`config.mk`:
```
export PLATFORM = sky130hd
export DESIGN_NAME = axi_channel_buffer_flat
export DESIGN_NICKNAME = d
export VERILOG_FILES = /design/src/rtl/axi_channel_buffer_if.sv /design/src/rtl/axi_channel_buffer.sv /design/src/flat_wrapper.sv
export SDC_FILE = /design/constraint.sdc
export NUM_CORES = 1
export LEC_CHECK = 0
export CAP_MARGIN = 15
export CORE_AREA = 2 2 270 272
export DETAILED_ROUTE_END_ITERATION = 6
export DIE_AREA = 0 0 272 274
export PLACE_DENSITY = 0.68
export SLEW_MARGIN = 20
export SYNTH_ARGS = -nofsm -noshare
export SYNTH_HDL_FRONTEND = slang
export SYNTH_SLANG_ARGS = --single-unit
```
`constraint.sdc`:
```
create_clock -name clk_i -period 8.2 [get_ports clk_i]
set_input_delay 1.64 -clock clk_i [delete_from_list [all_inputs] [get_ports clk_i]]
set_output_delay 1.64 -clock clk_i [all_outputs]
set_load 0.01 [all_outputs]
```
`src/rtl/axi_channel_buffer_if.sv`:
```
// axi_channel_buffer_if
//   AXI4 bus bundle (AW, W, B, AR, R channels, including region/qos/user) used by
//   axi_channel_buffer on both its upstream and downstream sides.
//   Parameters: AXI_ADDR_WIDTH, AXI_DATA_WIDTH, AXI_ID_WIDTH, AXI_USER_WIDTH.
//   Modports:
//     master - drives aw/w/ar payload+valid and b/r ready; receives the rest
//     slave  - mirror image of master
interface axi_channel_buffer_if #(
  parameter int unsigned AXI_ADDR_WIDTH = 32,
  parameter int unsigned AXI_DATA_WIDTH = 64,
  parameter int unsigned AXI_ID_WIDTH   = 10,
  parameter int unsigned AXI_USER_WIDTH = 6
);
  localparam int unsigned AXI_STRB_WIDTH = AXI_DATA_WIDTH / 8;

  logic [AXI_ADDR_WIDTH-1:0] aw_addr;
  logic [2:0]                aw_prot;
  logic [3:0]                aw_region;
  logic [7:0]                aw_len;
  logic [2:0]                aw_size;
  logic [1:0]                aw_burst;
  logic                      aw_lock;
  logic [3:0]                aw_cache;
  logic [3:0]                aw_qos;
  logic [AXI_ID_WIDTH-1:0]   aw_id;
  logic [AXI_USER_WIDTH-1:0] aw_user;
  logic                      aw_valid;
  logic                      aw_ready;

  logic [AXI_DATA_WIDTH-1:0] w_data;
  logic [AXI_STRB_WIDTH-1:0] w_strb;
  logic [AXI_USER_WIDTH-1:0] w_user;
  logic                      w_last;
  logic                      w_valid;
  logic                      w_ready;

  logic [1:0]                b_resp;
  logic [AXI_ID_WIDTH-1:0]   b_id;
  logic [AXI_USER_WIDTH-1:0] b_user;
  logic                      b_valid;
  logic                      b_ready;

  logic [AXI_ADDR_WIDTH-1:0] ar_addr;
  logic [2:0]                ar_prot;
  logic [3:0]                ar_region;
  logic [7:0]                ar_len;
  logic [2:0]                ar_size;
  logic [1:0]                ar_burst;
  logic                      ar_lock;
  logic [3:0]                ar_cache;
  logic [3:0]                ar_qos;
  logic [AXI_ID_WIDTH-1:0]   ar_id;
  logic [AXI_USER_WIDTH-1:0] ar_user;
  logic                      ar_valid;
  logic                      ar_ready;

  logic [AXI_DATA_WIDTH-1:0] r_data;
  logic [1:0]                r_resp;
  logic                      r_last;
  logic [AXI_ID_WIDTH-1:0]   r_id;
  logic [AXI_USER_WIDTH-1:0] r_user;
  logic                      r_valid;
  logic                      r_ready;

  modport master (
    output aw_addr, aw_prot, aw_region, aw_len, aw_size, aw_burst, aw_lock, aw_cache, aw_qos,
           aw_id, aw_user, aw_valid,
    input  aw_ready,
    output w_data, w_strb, w_user, w_last, w_valid,
    input  w_ready,
    input  b_resp, b_id, b_user, b_valid,
    output b_ready,
    output ar_addr, ar_prot, ar_region, ar_len, ar_size, ar_burst, ar_lock, ar_cache, ar_qos,
           ar_id, ar_user, ar_valid,
    input  ar_ready,
    input  r_data, r_resp, r_last, r_id, r_user, r_valid,
    output r_ready
  );

  modport slave (
    input  aw_addr, aw_prot, aw_region, aw_len, aw_size, aw_burst, aw_lock, aw_cache, aw_qos,
           aw_id, aw_user, aw_valid,
    output aw_ready,
    input  w_data, w_strb, w_user, w_last, w_valid,
    output w_ready,
    output b_resp, b_id, b_user, b_valid,
    input  b_ready,
    input  ar_addr, ar_prot, ar_region, ar_len, ar_size, ar_burst, ar_lock, ar_cache, ar_qos,
           ar_id, ar_user, ar_valid,
    output ar_ready,
    output r_data, r_resp, r_last, r_id, r_user, r_valid,
    input  r_ready
  );
endinterface

```
`src/rtl/axi_channel_buffer.sv`:
```
// axi_channel_buffer
//   Per-channel AXI4 buffer: one FIFO of independent depth per channel (AW, W, B, AR, R).
//   Request channels flow slv -> mst, response channels flow mst -> slv. Depth 0 makes a
//   channel plain wires. All fields, including region/qos/user, pass through unchanged.
//   Ports:
//     clk_i   - clock, all state on rising edge
//     rst_ni  - asynchronous active-low reset (empties every FIFO)
//     slv     - upstream side (axi_channel_buffer_if.slave)
//     mst     - downstream side (axi_channel_buffer_if.master)
//     idle_o  - 1 when every FIFO is empty
//   Build option: define AXI_CHANNEL_BUFFER_FALLTHROUGH_EN to let a beat bypass an empty FIFO
//   combinationally when the downstream is ready (0-cycle latency, nothing stored).

module axi_channel_buffer_fifo #(
  parameter int unsigned DEPTH  = 2,
  parameter int unsigned DATA_W = 8
) (
  input  logic              clk_i,
  input  logic              rst_ni,
  input  logic              in_valid,
  output logic              in_ready,
  input  logic [DATA_W-1:0] in_data,
  output logic              out_valid,
  input  logic              out_ready,
  output logic [DATA_W-1:0] out_data,
  output logic              empty
);
  if (DEPTH == 0) begin : g_pass
    logic unused_clk_rst;
    assign unused_clk_rst = clk_i ^ rst_ni;
    assign out_valid = in_valid;
    assign in_ready  = out_ready;
    assign out_data  = in_data;
    assign empty     = 1'b1;
  end else begin : g_fifo
    localparam int unsigned PTR_W = (DEPTH > 1) ? $clog2(DEPTH) : 1;
    localparam int unsigned CNT_W = $clog2(DEPTH + 1);
    localparam logic [PTR_W-1:0] LAST_PTR = PTR_W'(DEPTH - 1);
    localparam logic [CNT_W-1:0] FULL_CNT = CNT_W'(DEPTH);

    logic [DATA_W-1:0] mem [DEPTH];
    logic [PTR_W-1:0]  rd_ptr, wr_ptr;
    logic [CNT_W-1:0]  count;
    logic              stored_empty, wr_en, rd_en;

    assign stored_empty = (count == '0);
    // Ready comes only from registered occupancy so no ready path crosses the buffer.
    assign in_ready = (count != FULL_CNT);
    assign empty    = stored_empty;
    assign rd_en    = out_ready & !stored_empty;

`ifdef AXI_CHANNEL_BUFFER_FALLTHROUGH_EN
    logic bypass;
    // Empty and downstream ready: the beat goes straight through and is never written.
    assign bypass    = stored_empty & out_ready;
    assign out_valid = bypass ? in_valid : !stored_empty;
    assign out_data  = bypass ? in_data : mem[rd_ptr];
    assign wr_en     = in_valid & in_ready & !bypass;
`else
    assign out_valid = !stored_empty;
    assign out_data  = mem[rd_ptr];
    assign wr_en     = in_valid & in_ready;
`endif

    // Storage stage boundary: control state (pointers wrap at DEPTH-1, any depth allowed)
    always_ff @(posedge clk_i or negedge rst_ni) begin
      if (!rst_ni) begin
        rd_ptr <= '0;
        wr_ptr <= '0;
        count  <= '0;
      end else begin
        if (wr_en) wr_ptr <= (wr_ptr == LAST_PTR) ? '0 : wr_ptr + 1'b1;
        if (rd_en) rd_ptr <= (rd_ptr == LAST_PTR) ? '0 : rd_ptr + 1'b1;
        if (wr_en != rd_en) count <= wr_en ? count + 1'b1 : count - 1'b1;
      end
    end

    always_ff @(posedge clk_i) begin
      if (wr_en) mem[wr_ptr] <= in_data;
    end
  end
endmodule

module axi_channel_buffer #(
  parameter int unsigned AXI_ADDR_WIDTH = 32,
  parameter int unsigned AXI_DATA_WIDTH = 64,
  parameter int unsigned AXI_ID_WIDTH   = 10,
  parameter int unsigned AXI_USER_WIDTH = 6,
  parameter int unsigned AW_DEPTH       = 2,
  parameter int unsigned W_DEPTH        = 2,
  parameter int unsigned B_DEPTH        = 2,
  parameter int unsigned AR_DEPTH       = 2,
  parameter int unsigned R_DEPTH        = 2
) (
  input  logic                  clk_i,
  input  logic                  rst_ni,
  axi_channel_buffer_if.slave   slv,
  axi_channel_buffer_if.master  mst,
  output logic                  idle_o
);
  localparam int unsigned STRB_W = AXI_DATA_WIDTH / 8;
  localparam int unsigned AX_W   = AXI_ADDR_WIDTH + AXI_ID_WIDTH + AXI_USER_WIDTH + 29;
  localparam int unsigned W_W    = AXI_DATA_WIDTH + STRB_W + AXI_USER_WIDTH + 1;
  localparam int unsigned B_W    = 2 + AXI_ID_WIDTH + AXI_USER_WIDTH;
  localparam int unsigned R_W    = AXI_DATA_WIDTH + 3 + AXI_ID_WIDTH + AXI_USER_WIDTH;

  logic [AX_W-1:0] aw_in, aw_out, ar_in, ar_out;
  logic [W_W-1:0]  w_in, w_out;
  logic [B_W-1:0]  b_in, b_out;
  logic [R_W-1:0]  r_in, r_out;
  logic            aw_empty, w_empty, b_empty, ar_empty, r_empty;

  assign aw_in = {slv.aw_addr, slv.aw_prot, slv.aw_region, slv.aw_len, slv.aw_size,
                  slv.aw_burst, slv.aw_lock, slv.aw_cache, slv.aw_qos, slv.aw_id, slv.aw_user};
  assign {mst.aw_addr, mst.aw_prot, mst.aw_region, mst.aw_len, mst.aw_size,
          mst.aw_burst, mst.aw_lock, mst.aw_cache, mst.aw_qos, mst.aw_id, mst.aw_user} = aw_out;

  assign w_in = {slv.w_data, slv.w_strb, slv.w_user, slv.w_last};
  assign {mst.w_data, mst.w_strb, mst.w_user, mst.w_last} = w_out;

  assign b_in = {mst.b_resp, mst.b_id, mst.b_user};
  assign {slv.b_resp, slv.b_id, slv.b_user} = b_out;

  assign ar_in = {slv.ar_addr, slv.ar_prot, slv.ar_region, slv.ar_len, slv.ar_size,
                  slv.ar_burst, slv.ar_lock, slv.ar_cache, slv.ar_qos, slv.ar_id, slv.ar_user};
  assign {mst.ar_addr, mst.ar_prot, mst.ar_region, mst.ar_len, mst.ar_size,
          mst.ar_burst, mst.ar_lock, mst.ar_cache, mst.ar_qos, mst.ar_id, mst.ar_user} = ar_out;

  assign r_in = {mst.r_data, mst.r_resp, mst.r_last, mst.r_id, mst.r_user};
  assign {slv.r_data, slv.r_resp, slv.r_last, slv.r_id, slv.r_user} = r_out;

  axi_channel_buffer_fifo #(.DEPTH(AW_DEPTH), .DATA_W(AX_W)) i_aw_fifo (
    .clk_i, .rst_ni,
    .in_valid(slv.aw_valid), .in_ready(slv.aw_ready), .in_data(aw_in),
    .out_valid(mst.aw_valid), .out_ready(mst.aw_ready), .out_data(aw_out), .empty(aw_empty)
  );

  axi_channel_buffer_fifo #(.DEPTH(W_DEPTH), .DATA_W(W_W)) i_w_fifo (
    .clk_i, .rst_ni,
    .in_valid(slv.w_valid), .in_ready(slv.w_ready), .in_data(w_in),
    .out_valid(mst.w_valid), .out_ready(mst.w_ready), .out_data(w_out), .empty(w_empty)
  );

  axi_channel_buffer_fifo #(.DEPTH(B_DEPTH), .DATA_W(B_W)) i_b_fifo (
    .clk_i, .rst_ni,
    .in_valid(mst.b_valid), .in_ready(mst.b_ready), .in_data(b_in),
    .out_valid(slv.b_valid), .out_ready(slv.b_ready), .out_data(b_out), .empty(b_empty)
  );

  axi_channel_buffer_fifo #(.DEPTH(AR_DEPTH), .DATA_W(AX_W)) i_ar_fifo (
    .clk_i, .rst_ni,
    .in_valid(slv.ar_valid), .in_ready(slv.ar_ready), .in_data(ar_in),
    .out_valid(mst.ar_valid), .out_ready(mst.ar_ready), .out_data(ar_out), .empty(ar_empty)
  );

  axi_channel_buffer_fifo #(.DEPTH(R_DEPTH), .DATA_W(R_W)) i_r_fifo (
    .clk_i, .rst_ni,
    .in_valid(mst.r_valid), .in_ready(mst.r_ready), .in_data(r_in),
    .out_valid(slv.r_valid), .out_ready(slv.r_ready), .out_data(r_out), .empty(r_empty)
  );

  // Zero-depth channels report empty, so they never hold idle_o low.
  assign idle_o = aw_empty & w_empty & b_empty & ar_empty & r_empty;
endmodule

```
`src/flat_wrapper.sv`:
```
// flat-port wrapper written by rule: the top's interface ports become plain ports
module axi_channel_buffer_flat 
#(
  parameter int unsigned AXI_ADDR_WIDTH = 32,
  parameter int unsigned AXI_DATA_WIDTH = 64,
  parameter int unsigned AXI_ID_WIDTH   = 10,
  parameter int unsigned AXI_USER_WIDTH = 6,
  parameter int unsigned AW_DEPTH       = 2,
  parameter int unsigned W_DEPTH        = 2,
  parameter int unsigned B_DEPTH        = 2,
  parameter int unsigned AR_DEPTH       = 2,
  parameter int unsigned R_DEPTH        = 2
)
  (clk_i, rst_ni, idle_o, slv_aw_addr, slv_aw_prot, slv_aw_region, slv_aw_len, slv_aw_size, slv_aw_burst, slv_aw_lock, slv_aw_cache, slv_aw_qos, slv_aw_id, slv_aw_user, slv_aw_valid, slv_aw_ready, slv_w_data, slv_w_strb, slv_w_user, slv_w_last, slv_w_valid, slv_w_ready, slv_b_resp, slv_b_id, slv_b_user, slv_b_valid, slv_b_ready, slv_ar_addr, slv_ar_prot, slv_ar_region, slv_ar_len, slv_ar_size, slv_ar_burst, slv_ar_lock, slv_ar_cache, slv_ar_qos, slv_ar_id, slv_ar_user, slv_ar_valid, slv_ar_ready, slv_r_data, slv_r_resp, slv_r_last, slv_r_id, slv_r_user, slv_r_valid, slv_r_ready, mst_aw_addr, mst_aw_prot, mst_aw_region, mst_aw_len, mst_aw_size, mst_aw_burst, mst_aw_lock, mst_aw_cache, mst_aw_qos, mst_aw_id, mst_aw_user, mst_aw_valid, mst_aw_ready, mst_w_data, mst_w_strb, mst_w_user, mst_w_last, mst_w_valid, mst_w_ready, mst_b_resp, mst_b_id, mst_b_user, mst_b_valid, mst_b_ready, mst_ar_addr, mst_ar_prot, mst_ar_region, mst_ar_len, mst_ar_size, mst_ar_burst, mst_ar_lock, mst_ar_cache, mst_ar_qos, mst_ar_id, mst_ar_user, mst_ar_valid, mst_ar_ready, mst_r_data, mst_r_resp, mst_r_last, mst_r_id, mst_r_user, mst_r_valid, mst_r_ready);
  axi_channel_buffer_if #(.AXI_ADDR_WIDTH(AXI_ADDR_WIDTH), .AXI_DATA_WIDTH(AXI_DATA_WIDTH), .AXI_ID_WIDTH(AXI_ID_WIDTH), .AXI_USER_WIDTH(AXI_USER_WIDTH)) slv_i ();
  axi_channel_buffer_if #(.AXI_ADDR_WIDTH(AXI_ADDR_WIDTH), .AXI_DATA_WIDTH(AXI_DATA_WIDTH), .AXI_ID_WIDTH(AXI_ID_WIDTH), .AXI_USER_WIDTH(AXI_USER_WIDTH)) mst_i ();
  input  logic clk_i;
  input  logic rst_ni;
  output logic idle_o;
  input wire logic [$bits(slv_i.aw_addr)-1:0] slv_aw_addr;
  input wire logic [$bits(slv_i.aw_prot)-1:0] slv_aw_prot;
  input wire logic [$bits(slv_i.aw_region)-1:0] slv_aw_region;
  input wire logic [$bits(slv_i.aw_len)-1:0] slv_aw_len;
  input wire logic [$bits(slv_i.aw_size)-1:0] slv_aw_size;
  input wire logic [$bits(slv_i.aw_burst)-1:0] slv_aw_burst;
  input wire logic [$bits(slv_i.aw_lock)-1:0] slv_aw_lock;
  input wire logic [$bits(slv_i.aw_cache)-1:0] slv_aw_cache;
  input wire logic [$bits(slv_i.aw_qos)-1:0] slv_aw_qos;
  input wire logic [$bits(slv_i.aw_id)-1:0] slv_aw_id;
  input wire logic [$bits(slv_i.aw_user)-1:0] slv_aw_user;
  input wire logic [$bits(slv_i.aw_valid)-1:0] slv_aw_valid;
  output wire logic [$bits(slv_i.aw_ready)-1:0] slv_aw_ready;
  input wire logic [$bits(slv_i.w_data)-1:0] slv_w_data;
  input wire logic [$bits(slv_i.w_strb)-1:0] slv_w_strb;
  input wire logic [$bits(slv_i.w_user)-1:0] slv_w_user;
  input wire logic [$bits(slv_i.w_last)-1:0] slv_w_last;
  input wire logic [$bits(slv_i.w_valid)-1:0] slv_w_valid;
  output wire logic [$bits(slv_i.w_ready)-1:0] slv_w_ready;
  output wire logic [$bits(slv_i.b_resp)-1:0] slv_b_resp;
  output wire logic [$bits(slv_i.b_id)-1:0] slv_b_id;
  output wire logic [$bits(slv_i.b_user)-1:0] slv_b_user;
  output wire logic [$bits(slv_i.b_valid)-1:0] slv_b_valid;
  input wire logic [$bits(slv_i.b_ready)-1:0] slv_b_ready;
  input wire logic [$bits(slv_i.ar_addr)-1:0] slv_ar_addr;
  input wire logic [$bits(slv_i.ar_prot)-1:0] slv_ar_prot;
  input wire logic [$bits(slv_i.ar_region)-1:0] slv_ar_region;
  input wire logic [$bits(slv_i.ar_len)-1:0] slv_ar_len;
  input wire logic [$bits(slv_i.ar_size)-1:0] slv_ar_size;
  input wire logic [$bits(slv_i.ar_burst)-1:0] slv_ar_burst;
  input wire logic [$bits(slv_i.ar_lock)-1:0] slv_ar_lock;
  input wire logic [$bits(slv_i.ar_cache)-1:0] slv_ar_cache;
  input wire logic [$bits(slv_i.ar_qos)-1:0] slv_ar_qos;
  input wire logic [$bits(slv_i.ar_id)-1:0] slv_ar_id;
  input wire logic [$bits(slv_i.ar_user)-1:0] slv_ar_user;
  input wire logic [$bits(slv_i.ar_valid)-1:0] slv_ar_valid;
  output wire logic [$bits(slv_i.ar_ready)-1:0] slv_ar_ready;
  output wire logic [$bits(slv_i.r_data)-1:0] slv_r_data;
  output wire logic [$bits(slv_i.r_resp)-1:0] slv_r_resp;
  output wire logic [$bits(slv_i.r_last)-1:0] slv_r_last;
  output wire logic [$bits(slv_i.r_id)-1:0] slv_r_id;
  output wire logic [$bits(slv_i.r_user)-1:0] slv_r_user;
  output wire logic [$bits(slv_i.r_valid)-1:0] slv_r_valid;
  input wire logic [$bits(slv_i.r_ready)-1:0] slv_r_ready;
  output wire logic [$bits(mst_i.aw_addr)-1:0] mst_aw_addr;
  output wire logic [$bits(mst_i.aw_prot)-1:0] mst_aw_prot;
  output wire logic [$bits(mst_i.aw_region)-1:0] mst_aw_region;
  output wire logic [$bits(mst_i.aw_len)-1:0] mst_aw_len;
  output wire logic [$bits(mst_i.aw_size)-1:0] mst_aw_size;
  output wire logic [$bits(mst_i.aw_burst)-1:0] mst_aw_burst;
  output wire logic [$bits(mst_i.aw_lock)-1:0] mst_aw_lock;
  output wire logic [$bits(mst_i.aw_cache)-1:0] mst_aw_cache;
  output wire logic [$bits(mst_i.aw_qos)-1:0] mst_aw_qos;
  output wire logic [$bits(mst_i.aw_id)-1:0] mst_aw_id;
  output wire logic [$bits(mst_i.aw_user)-1:0] mst_aw_user;
  output wire logic [$bits(mst_i.aw_valid)-1:0] mst_aw_valid;
  input wire logic [$bits(mst_i.aw_ready)-1:0] mst_aw_ready;
  output wire logic [$bits(mst_i.w_data)-1:0] mst_w_data;
  output wire logic [$bits(mst_i.w_strb)-1:0] mst_w_strb;
  output wire logic [$bits(mst_i.w_user)-1:0] mst_w_user;
  output wire logic [$bits(mst_i.w_last)-1:0] mst_w_last;
  output wire logic [$bits(mst_i.w_valid)-1:0] mst_w_valid;
  input wire logic [$bits(mst_i.w_ready)-1:0] mst_w_ready;
  input wire logic [$bits(mst_i.b_resp)-1:0] mst_b_resp;
  input wire logic [$bits(mst_i.b_id)-1:0] mst_b_id;
  input wire logic [$bits(mst_i.b_user)-1:0] mst_b_user;
  input wire logic [$bits(mst_i.b_valid)-1:0] mst_b_valid;
  output wire logic [$bits(mst_i.b_ready)-1:0] mst_b_ready;
  output wire logic [$bits(mst_i.ar_addr)-1:0] mst_ar_addr;
  output wire logic [$bits(mst_i.ar_prot)-1:0] mst_ar_prot;
  output wire logic [$bits(mst_i.ar_region)-1:0] mst_ar_region;
  output wire logic [$bits(mst_i.ar_len)-1:0] mst_ar_len;
  output wire logic [$bits(mst_i.ar_size)-1:0] mst_ar_size;
  output wire logic [$bits(mst_i.ar_burst)-1:0] mst_ar_burst;
  output wire logic [$bits(mst_i.ar_lock)-1:0] mst_ar_lock;
  output wire logic [$bits(mst_i.ar_cache)-1:0] mst_ar_cache;
  output wire logic [$bits(mst_i.ar_qos)-1:0] mst_ar_qos;
  output wire logic [$bits(mst_i.ar_id)-1:0] mst_ar_id;
  output wire logic [$bits(mst_i.ar_user)-1:0] mst_ar_user;
  output wire logic [$bits(mst_i.ar_valid)-1:0] mst_ar_valid;
  input wire logic [$bits(mst_i.ar_ready)-1:0] mst_ar_ready;
  input wire logic [$bits(mst_i.r_data)-1:0] mst_r_data;
  input wire logic [$bits(mst_i.r_resp)-1:0] mst_r_resp;
  input wire logic [$bits(mst_i.r_last)-1:0] mst_r_last;
  input wire logic [$bits(mst_i.r_id)-1:0] mst_r_id;
  input wire logic [$bits(mst_i.r_user)-1:0] mst_r_user;
  input wire logic [$bits(mst_i.r_valid)-1:0] mst_r_valid;
  output wire logic [$bits(mst_i.r_ready)-1:0] mst_r_ready;
  assign slv_i.aw_addr = slv_aw_addr;
  assign slv_i.aw_prot = slv_aw_prot;
  assign slv_i.aw_region = slv_aw_region;
  assign slv_i.aw_len = slv_aw_len;
  assign slv_i.aw_size = slv_aw_size;
  assign slv_i.aw_burst = slv_aw_burst;
  assign slv_i.aw_lock = slv_aw_lock;
  assign slv_i.aw_cache = slv_aw_cache;
  assign slv_i.aw_qos = slv_aw_qos;
  assign slv_i.aw_id = slv_aw_id;
  assign slv_i.aw_user = slv_aw_user;
  assign slv_i.aw_valid = slv_aw_valid;
  assign slv_aw_ready = slv_i.aw_ready;
  assign slv_i.w_data = slv_w_data;
  assign slv_i.w_strb = slv_w_strb;
  assign slv_i.w_user = slv_w_user;
  assign slv_i.w_last = slv_w_last;
  assign slv_i.w_valid = slv_w_valid;
  assign slv_w_ready = slv_i.w_ready;
  assign slv_b_resp = slv_i.b_resp;
  assign slv_b_id = slv_i.b_id;
  assign slv_b_user = slv_i.b_user;
  assign slv_b_valid = slv_i.b_valid;
  assign slv_i.b_ready = slv_b_ready;
  assign slv_i.ar_addr = slv_ar_addr;
  assign slv_i.ar_prot = slv_ar_prot;
  assign slv_i.ar_region = slv_ar_region;
  assign slv_i.ar_len = slv_ar_len;
  assign slv_i.ar_size = slv_ar_size;
  assign slv_i.ar_burst = slv_ar_burst;
  assign slv_i.ar_lock = slv_ar_lock;
  assign slv_i.ar_cache = slv_ar_cache;
  assign slv_i.ar_qos = slv_ar_qos;
  assign slv_i.ar_id = slv_ar_id;
  assign slv_i.ar_user = slv_ar_user;
  assign slv_i.ar_valid = slv_ar_valid;
  assign slv_ar_ready = slv_i.ar_ready;
  assign slv_r_data = slv_i.r_data;
  assign slv_r_resp = slv_i.r_resp;
  assign slv_r_last = slv_i.r_last;
  assign slv_r_id = slv_i.r_id;
  assign slv_r_user = slv_i.r_user;
  assign slv_r_valid = slv_i.r_valid;
  assign slv_i.r_ready = slv_r_ready;
  assign mst_aw_addr = mst_i.aw_addr;
  assign mst_aw_prot = mst_i.aw_prot;
  assign mst_aw_region = mst_i.aw_region;
  assign mst_aw_len = mst_i.aw_len;
  assign mst_aw_size = mst_i.aw_size;
  assign mst_aw_burst = mst_i.aw_burst;
  assign mst_aw_lock = mst_i.aw_lock;
  assign mst_aw_cache = mst_i.aw_cache;
  assign mst_aw_qos = mst_i.aw_qos;
  assign mst_aw_id = mst_i.aw_id;
  assign mst_aw_user = mst_i.aw_user;
  assign mst_aw_valid = mst_i.aw_valid;
  assign mst_i.aw_ready = mst_aw_ready;
  assign mst_w_data = mst_i.w_data;
  assign mst_w_strb = mst_i.w_strb;
  assign mst_w_user = mst_i.w_user;
  assign mst_w_last = mst_i.w_last;
  assign mst_w_valid = mst_i.w_valid;
  assign mst_i.w_ready = mst_w_ready;
  assign mst_i.b_resp = mst_b_resp;
  assign mst_i.b_id = mst_b_id;
  assign mst_i.b_user = mst_b_user;
  assign mst_i.b_valid = mst_b_valid;
  assign mst_b_ready = mst_i.b_ready;
  assign mst_ar_addr = mst_i.ar_addr;
  assign mst_ar_prot = mst_i.ar_prot;
  assign mst_ar_region = mst_i.ar_region;
  assign mst_ar_len = mst_i.ar_len;
  assign mst_ar_size = mst_i.ar_size;
  assign mst_ar_burst = mst_i.ar_burst;
  assign mst_ar_lock = mst_i.ar_lock;
  assign mst_ar_cache = mst_i.ar_cache;
  assign mst_ar_qos = mst_i.ar_qos;
  assign mst_ar_id = mst_i.ar_id;
  assign mst_ar_user = mst_i.ar_user;
  assign mst_ar_valid = mst_i.ar_valid;
  assign mst_i.ar_ready = mst_ar_ready;
  assign mst_i.r_data = mst_r_data;
  assign mst_i.r_resp = mst_r_resp;
  assign mst_i.r_last = mst_r_last;
  assign mst_i.r_id = mst_r_id;
  assign mst_i.r_user = mst_r_user;
  assign mst_i.r_valid = mst_r_valid;
  assign mst_r_ready = mst_i.r_ready;
  axi_channel_buffer #(.AXI_ADDR_WIDTH(AXI_ADDR_WIDTH), .AXI_DATA_WIDTH(AXI_DATA_WIDTH), .AXI_ID_WIDTH(AXI_ID_WIDTH), .AXI_USER_WIDTH(AXI_USER_WIDTH), .AW_DEPTH(AW_DEPTH), .W_DEPTH(W_DEPTH), .B_DEPTH(B_DEPTH), .AR_DEPTH(AR_DEPTH), .R_DEPTH(R_DEPTH)) u_core (.clk_i(clk_i), .rst_ni(rst_ni), .slv(slv_i), .mst(mst_i), .idle_o(idle_o));
endmodule
```
Word-level counts from Yosys, hierarchy flattened. Memory sizes are Yosys's and may differ from the RTL's. Index checks and enable logic that the tools add are counted.

Register bits after elaboration: 20. Memories: 5. Input port bits: 346. Output and inout port bits: 345. Logic and storage cells: 99. Bits in writable memories: 668.

Reductions and logical operators: 10. Equal/unequal tests: 10. Bitwise logic cells: 14. Mux-type cells: 25. $add $sub $neg: 20.

Memories: u_core.i_r_fifo.g_fifo.mem (depth 2, bits a word 83, rd ports 1, clocked after memory_dff 0, write ports 1, RTL line axi_channel_buffer.sv:41) `logic [DATA_W-1:0] mem [DEPTH];`; u_core.i_w_fifo.g_fifo.mem (depth 2, bits a word 79, rd ports 1, clocked after memory_dff 0, write ports 1, RTL line axi_channel_buffer.sv:41); u_core.i_ar_fifo.g_fifo.mem (depth 2, bits a word 77, rd ports 1, clocked after memory_dff 0, write ports 1, RTL line axi_channel_buffer.sv:41); u_core.i_aw_fifo.g_fifo.mem (depth 2, bits a word 77, rd ports 1, clocked after memory_dff 0, write ports 1, RTL line axi_channel_buffer.sv:41); u_core.i_b_fifo.g_fifo.mem (depth 2, bits a word 18, rd ports 1, clocked after memory_dff 0, write ports 1, RTL line axi_channel_buffer.sv:41).

Operators with widths (number): $mux W1 (20); $and A1 B1 Y1 (14); $add A1 B1 Y1 const B (10); $add A2 B1 Y2 const B (5); $logic_not A2 Y1 (5); $mux W2 (5); $ne A2 B2 Y1 const B (5); $sub A2 B1 Y2 const B (5); $logic_not A1 Y1 (5); $ne A1 B1 Y1 (5).

Depth between registers and ports, before layout.
Depth after elaboration: 5. Gate-level depth with buffers: 4.

By module. From an unflattened synthesis, not the netlist that was laid out.

Cell total of the unflattened synthesis: 1153. Area total of the unflattened synthesis: 25989.9 sq um.

Modules (own cells, without submodules): axi_channel_buffer_fifo (u_core.i_ar_fifo ...) (sequential area each 4724.5 sq um, cells each 262, area each 5840.6 sq um, instances 2); axi_channel_buffer_fifo (u_core.i_r_fifo) (sequential area each 5084.9 sq um, cells each 280, area each 6437.4 sq um, instances 1); axi_channel_buffer_fifo (u_core.i_w_fifo) (sequential area each 4844.6 sq um, cells each 268, area each 6306.0 sq um, instances 1); axi_channel_buffer_fifo (u_core.i_b_fifo) (sequential area each 1181.1 sq um, cells each 78, area each 1552.7 sq um, instances 1); axi_channel_buffer (sequential area each 0.0 sq um, cells each 3, area each 12.5 sq um, instances 1).

Least setup slack after synthesis. OpenSTA, ideal clock, no wires.

Path kind: input to register. Start point: in mst_r_valid. End point: mem u_core.i_r_fifo.g_fifo.mem[0][0] (netlist name) (enable). Slack: 2498 ps. Required time: 7675 ps. Arrival: 5177 ps. Path buffers: 0. Stages on the path: 2. Cell sequence: nand2_1 nor2_1.

Longest elaborated chain between the ends: 3.

RTL lines: start, declared (RTL line flat_wrapper.sv:106) `input wire logic [$bits(mst_i.r_valid)-1:0] mst_r_valid;`; $and A1 B1 Y1 (RTL line axi_channel_buffer.sv:62) `assign wr_en = in_valid & in_ready;`; $mux W1 (RTL line axi_channel_buffer.sv:79) `if (wr_en) mem[wr_ptr] <= in_data;`; $mux W1 (not written as such) (RTL line axi_channel_buffer.sv:79); end, declared (RTL line axi_channel_buffer.sv:41).

Every way passes these cells.

Final worst setup path.
Start point: reg u_core.i_w_fifo.g_fifo.rd_ptr. End point: out mst_w_data[40].

Longest elaborated chain between the ends: 1.

RTL lines: start, declared (RTL line axi_channel_buffer.sv:42) `logic [PTR_W-1:0] rd_ptr, wr_ptr;`; start signal, assigned (RTL line axi_channel_buffer.sv:73) `if (rd_en) rd_ptr <= (rd_ptr == LAST_PTR) ? '0 : rd_ptr + 1'b1;`; $mem_v2 Z2 W79; end, declared (RTL line flat_wrapper.sv:77) `output wire logic [$bits(mst_i.w_data)-1:0] mst_w_data;`.

Every way passes these cells.

==> impl_metrics.py <==
metrics = {
    "outcome": {
        "status": "finished clean",
    },
    "routing": {
        "drtIter0Drc": 771,
        "drc_errors": 0,
        "ant_nets": 0,
        "vias": 13400,
        "drt_first_pass_iters": 5,
        "wl_um": 61460,
        "vias_per_cell": 4.600,
        "wl_per_cell_um": 21.10,
    },
    "floorplan": {
        "io-pin-count": 691,
        "die_area_um2": 74530,
        "die_h_um": 274,
        "initial_core_util_pct": 35.12,
        "die_width_um": 272,
        "rows": 99,
        "core-area_um2": 71970,
    },
    "cells_and_area": {
        "drive_gt1_share_pct": 24.10,
        "fillers": 5863,
        "synthToLayoutAreaGrowth_pct": 41.88,
        "nets": 2238,
        "design_area_um2": 35860,
    },
    "synthesis": {
        "synthTopCellsByArea": "edfxtp_1 79%, mux2_2 13%, mux2_4 2.4%",
        "synth_edf_count": 668,
        "synthAdderAreaFrac_pct": 0,
        "synth_xor_xnor_area_share_pct": 0.3466,
        "synth_common_cells": "668 x edfxtp_1, 294 x mux2_2, 40 x mux2_4",
        "synth_top_family_by_area": "multiplexers",
        "syn_area_um2": 25270,
        "synthMuxAreaShare_pct": 15.48,
        "synth.distinct_cells": 23,
        "synthSimpleGateAreaFrac_pct": 0.9406,
        "syn_inst": 1147,
        "synth_area_leader_cell": "edfxtp_1",
        "synth_compound_area_share_pct": 0.6931,
        "synth_most_common_cell": "edfxtp_1",
        "yosysTopAreaCellShare_pct": 79.37,
        "ys.flop_type": "edfxtp_1",
        "avgSynthCellArea_um2": 22.03,
        "yosysWarnings": 0,
        "syn-num-nets": 1493,
        "yosysSeqAreaShare_pct": 81.35,
        "synthArstFlopShare_pct": 2.907,
        "ys_ff_latch": 688,
    },
    "power_and_ir_drop": {
        "cellPowerDensity_nw_per_um2": 340.4,
        "peakVddDrop_mv": 0.2069,
        "power_mw": 12.21,
        "p_leak_nw": 12.16,
    },
    "critical_path": {
        "max_stage_delay_ns": 0.74,
        "reg2reg_depth": 3,
        "crit_slowest_cell": "buf_4",
        "critPathArrivalTime_ns": 2.88,
        "rrSetupSlack_ns": 6.02,
        "critPathRequiredTime_ns": 6.56,
        "r2r_end": "u_core.i_w_fifo.g_fifo.mem[1][21]",
        "setup.worst_path.start": "u_core.i_w_fifo.g_fifo.rd_ptr",
        "rr_startpoint": "u_core.i_w_fifo.g_fifo.count[0]",
        "path_class": "flop to output pin",
        "critical_path.max_fanout": 71,
        "endpoint_kind": "output pin",
        "worstSetupStartpointType": "flop",
        "crit_chain": "buf_4 > mux2_2 > clkdlybuf4s50_1",
    },
    "clock_tree": {
        "cts_max_level": 3,
        "cts-root-buf": "clkbuf_16",
        "cts_sinks": 688,
        "cts-buffers-inserted": 75,
        "cts_tree": "built",
        "cts.repair.resized": 0,
        "path_clk_slew_ns": 0.06,
        "cts_setup_buffers": 0,
        "postCtsHoldBufs": 0,
        "clk_latency_ns": 0.62,
        "cts_buffer_depth": 3,
    },
    "timing": {
        "fin_worst_skew_ns": 0.03660,
        "timing.final.crit_share_pct": 55.09,
        "fmax_ghz": 0.2213,
        "maxSlewHeadroom_pct": 27.90,
        "finalHoldViolCount": 0,
        "slew_violations": 0,
        "max_slew.worst_pin.slew_ns": 1.082,
        "timing.hold.ws_ns": 0.5424,
        "setup_tns_ns": 0,
        "fin_crit_ns": 4.518,
        "setup_viol": 0,
        "grt_setup_unrepaired": "false",
    },
    "placed_design": {
        "place_congestion": 0.8736,
        "place_area_um2": 33310,
        "hpwl_um": 42680,
        "port_buffers": 690,
    },
    "hold_path": {
        "whs_endpoint": "u_core.i_aw_fifo.g_fifo.count[0]",
        "hold_depth": 1,
        "hp-class": "flop to flop",
        "hold_start": "u_core.i_aw_fifo.g_fifo.count[0]",
    },
    "global_routing": {
        "gr-usage-all-layers_pct": 15.68,
        "grt_pass1_wl_um": 87240,
        "grt-ovfl-total": 0,
        "grt_max_degree": 84,
        "antenna_found_initial": 15,
        "grt_pass1_vias": 14060,
    },
    "job": {
        "drv_cap": 0,
    },
}
final cells by class:
class / instances / area, µm² / area share [%]
Tap cell: 959 / 1200 / 3.346
Clock inverter: 40 / 466.7 / 1.302
Timing Repair Buffer: 706 / 7151 / 19.94
Inverter: 5 / 18.77 / 0.05234
Antenna cell: 8 / 20.02 / 0.05583
Multi-Input combinational cell: 416 / 4469 / 12.46
Sequential cell: 688 / 20570 / 57.38
Clock buffer: 91 / 1958 / 5.461
registers in the layout, summed over array words and instances (netlist names), 2 cells and up:
signal	count
u_core.i_b_fifo.g_fifo.mem	36
u_core.i_r_fifo.g_fifo.mem	166
u_core.i_r_fifo.g_fifo.count	2
u_core.i_w_fifo.g_fifo.count	2
u_core.i_ar_fifo.g_fifo.mem	154
u_core.i_b_fifo.g_fifo.count	2
u_core.i_ar_fifo.g_fifo.count	2
u_core.i_aw_fifo.g_fifo.mem	154
u_core.i_w_fifo.g_fifo.mem	158
u_core.i_aw_fifo.g_fifo.count	2
logic make-up (layout without fill, tap and decap cells):
group | after synthesis | in the layout
AO/OA/AOI/OAI | 30 | 30
AND/OR/NAND/NOR | 42 | 42
buffers and inverters | 43 | 842
flip-flops | 688 | 688
XOR/XNOR | 10 | 10
other | 0 | 8
multiplexers | 334 | 334
cells in the final DEF, fill, tap and decap left out, types with 3 or more instances in the layout:
cell type,instances
nand2_1,10
o211ai_1,5
dfrtp_1,16
a21boi_0,5
clkinvlp_4,3
nor2_4,5
xnor2_1,10
clkinv_2,9
buf_4,7
o21ai_0,9
clkdlybuf4s50_1,690
nand2b_1,5
clkbuf_1,15
diode_2,8
and3_4,4
clkinv_16,3
buf_16,5
inv_1,5
edfxtp_1,668
a21oi_1,10
or2_1,3
bufinv_16,7
dfrtp_4,4
nor3b_1,5
mux2_2,294
or2_2,3
mux2_4,40
clkbuf_16,76
clkinv_1,14
nor2b_1,5
buf_6,3
worst max-delay path, delay by kind of cell (launching register included):
family / cells / cell delay [ns]
buffers and inverters: 2 / 1.24
DFF: 1 / 0.49
muxes: 1 / 0.45
metrics by stage:
step	worst slack (ns)	instances	util, %
after floorplan	2.498	1147	-
after global placement	4.296	2768	46.19
after detailed placement	4.291	2771	46.29
after CTS	3.622	2902	49.66
after global routing	3.557	2912	49.82
final	3.682	2913	49.83
metal layers:
metal / GRT usage, % / vias to the layer above / part of all wire [%]
met3: 6.971 / 111 / 11
met5: 0 / - / 0.10
li1: - / 6068 / -
met1: 16.64 / 6646 / 36
met2: 27.28 / 565 / 51
met4: 6.217 / 10 / 2.8
power by group:
| group | leakage (nW) | switching [mW] | internal (mW) |
|---|---|---|---|
| registers | 6.48 | 0.245 | 4.69 |
| clock network | 1.17 | 1.34 | 1.94 |
| logic | 4.51 | 1.77 | 2.22 |
| total | 12.2 | 3.36 | 8.85 |
worst max-delay path by stage:
stage,slack [ns],end,depth (start not counted)
finish,3.68,mst_w_data[40],3
global route,3.56,mst_w_data[12],3
CTS,3.62,mst_ar_qos[1],3
detailed placement,4.29,mst_w_data[40],3
global placement,4.30,slv_r_data[60],2
floorplan,2.50,u_core.i_r_fifo.g_fifo.mem[0][0],2
Note: power is estimated with default switching activity, not from simulation.
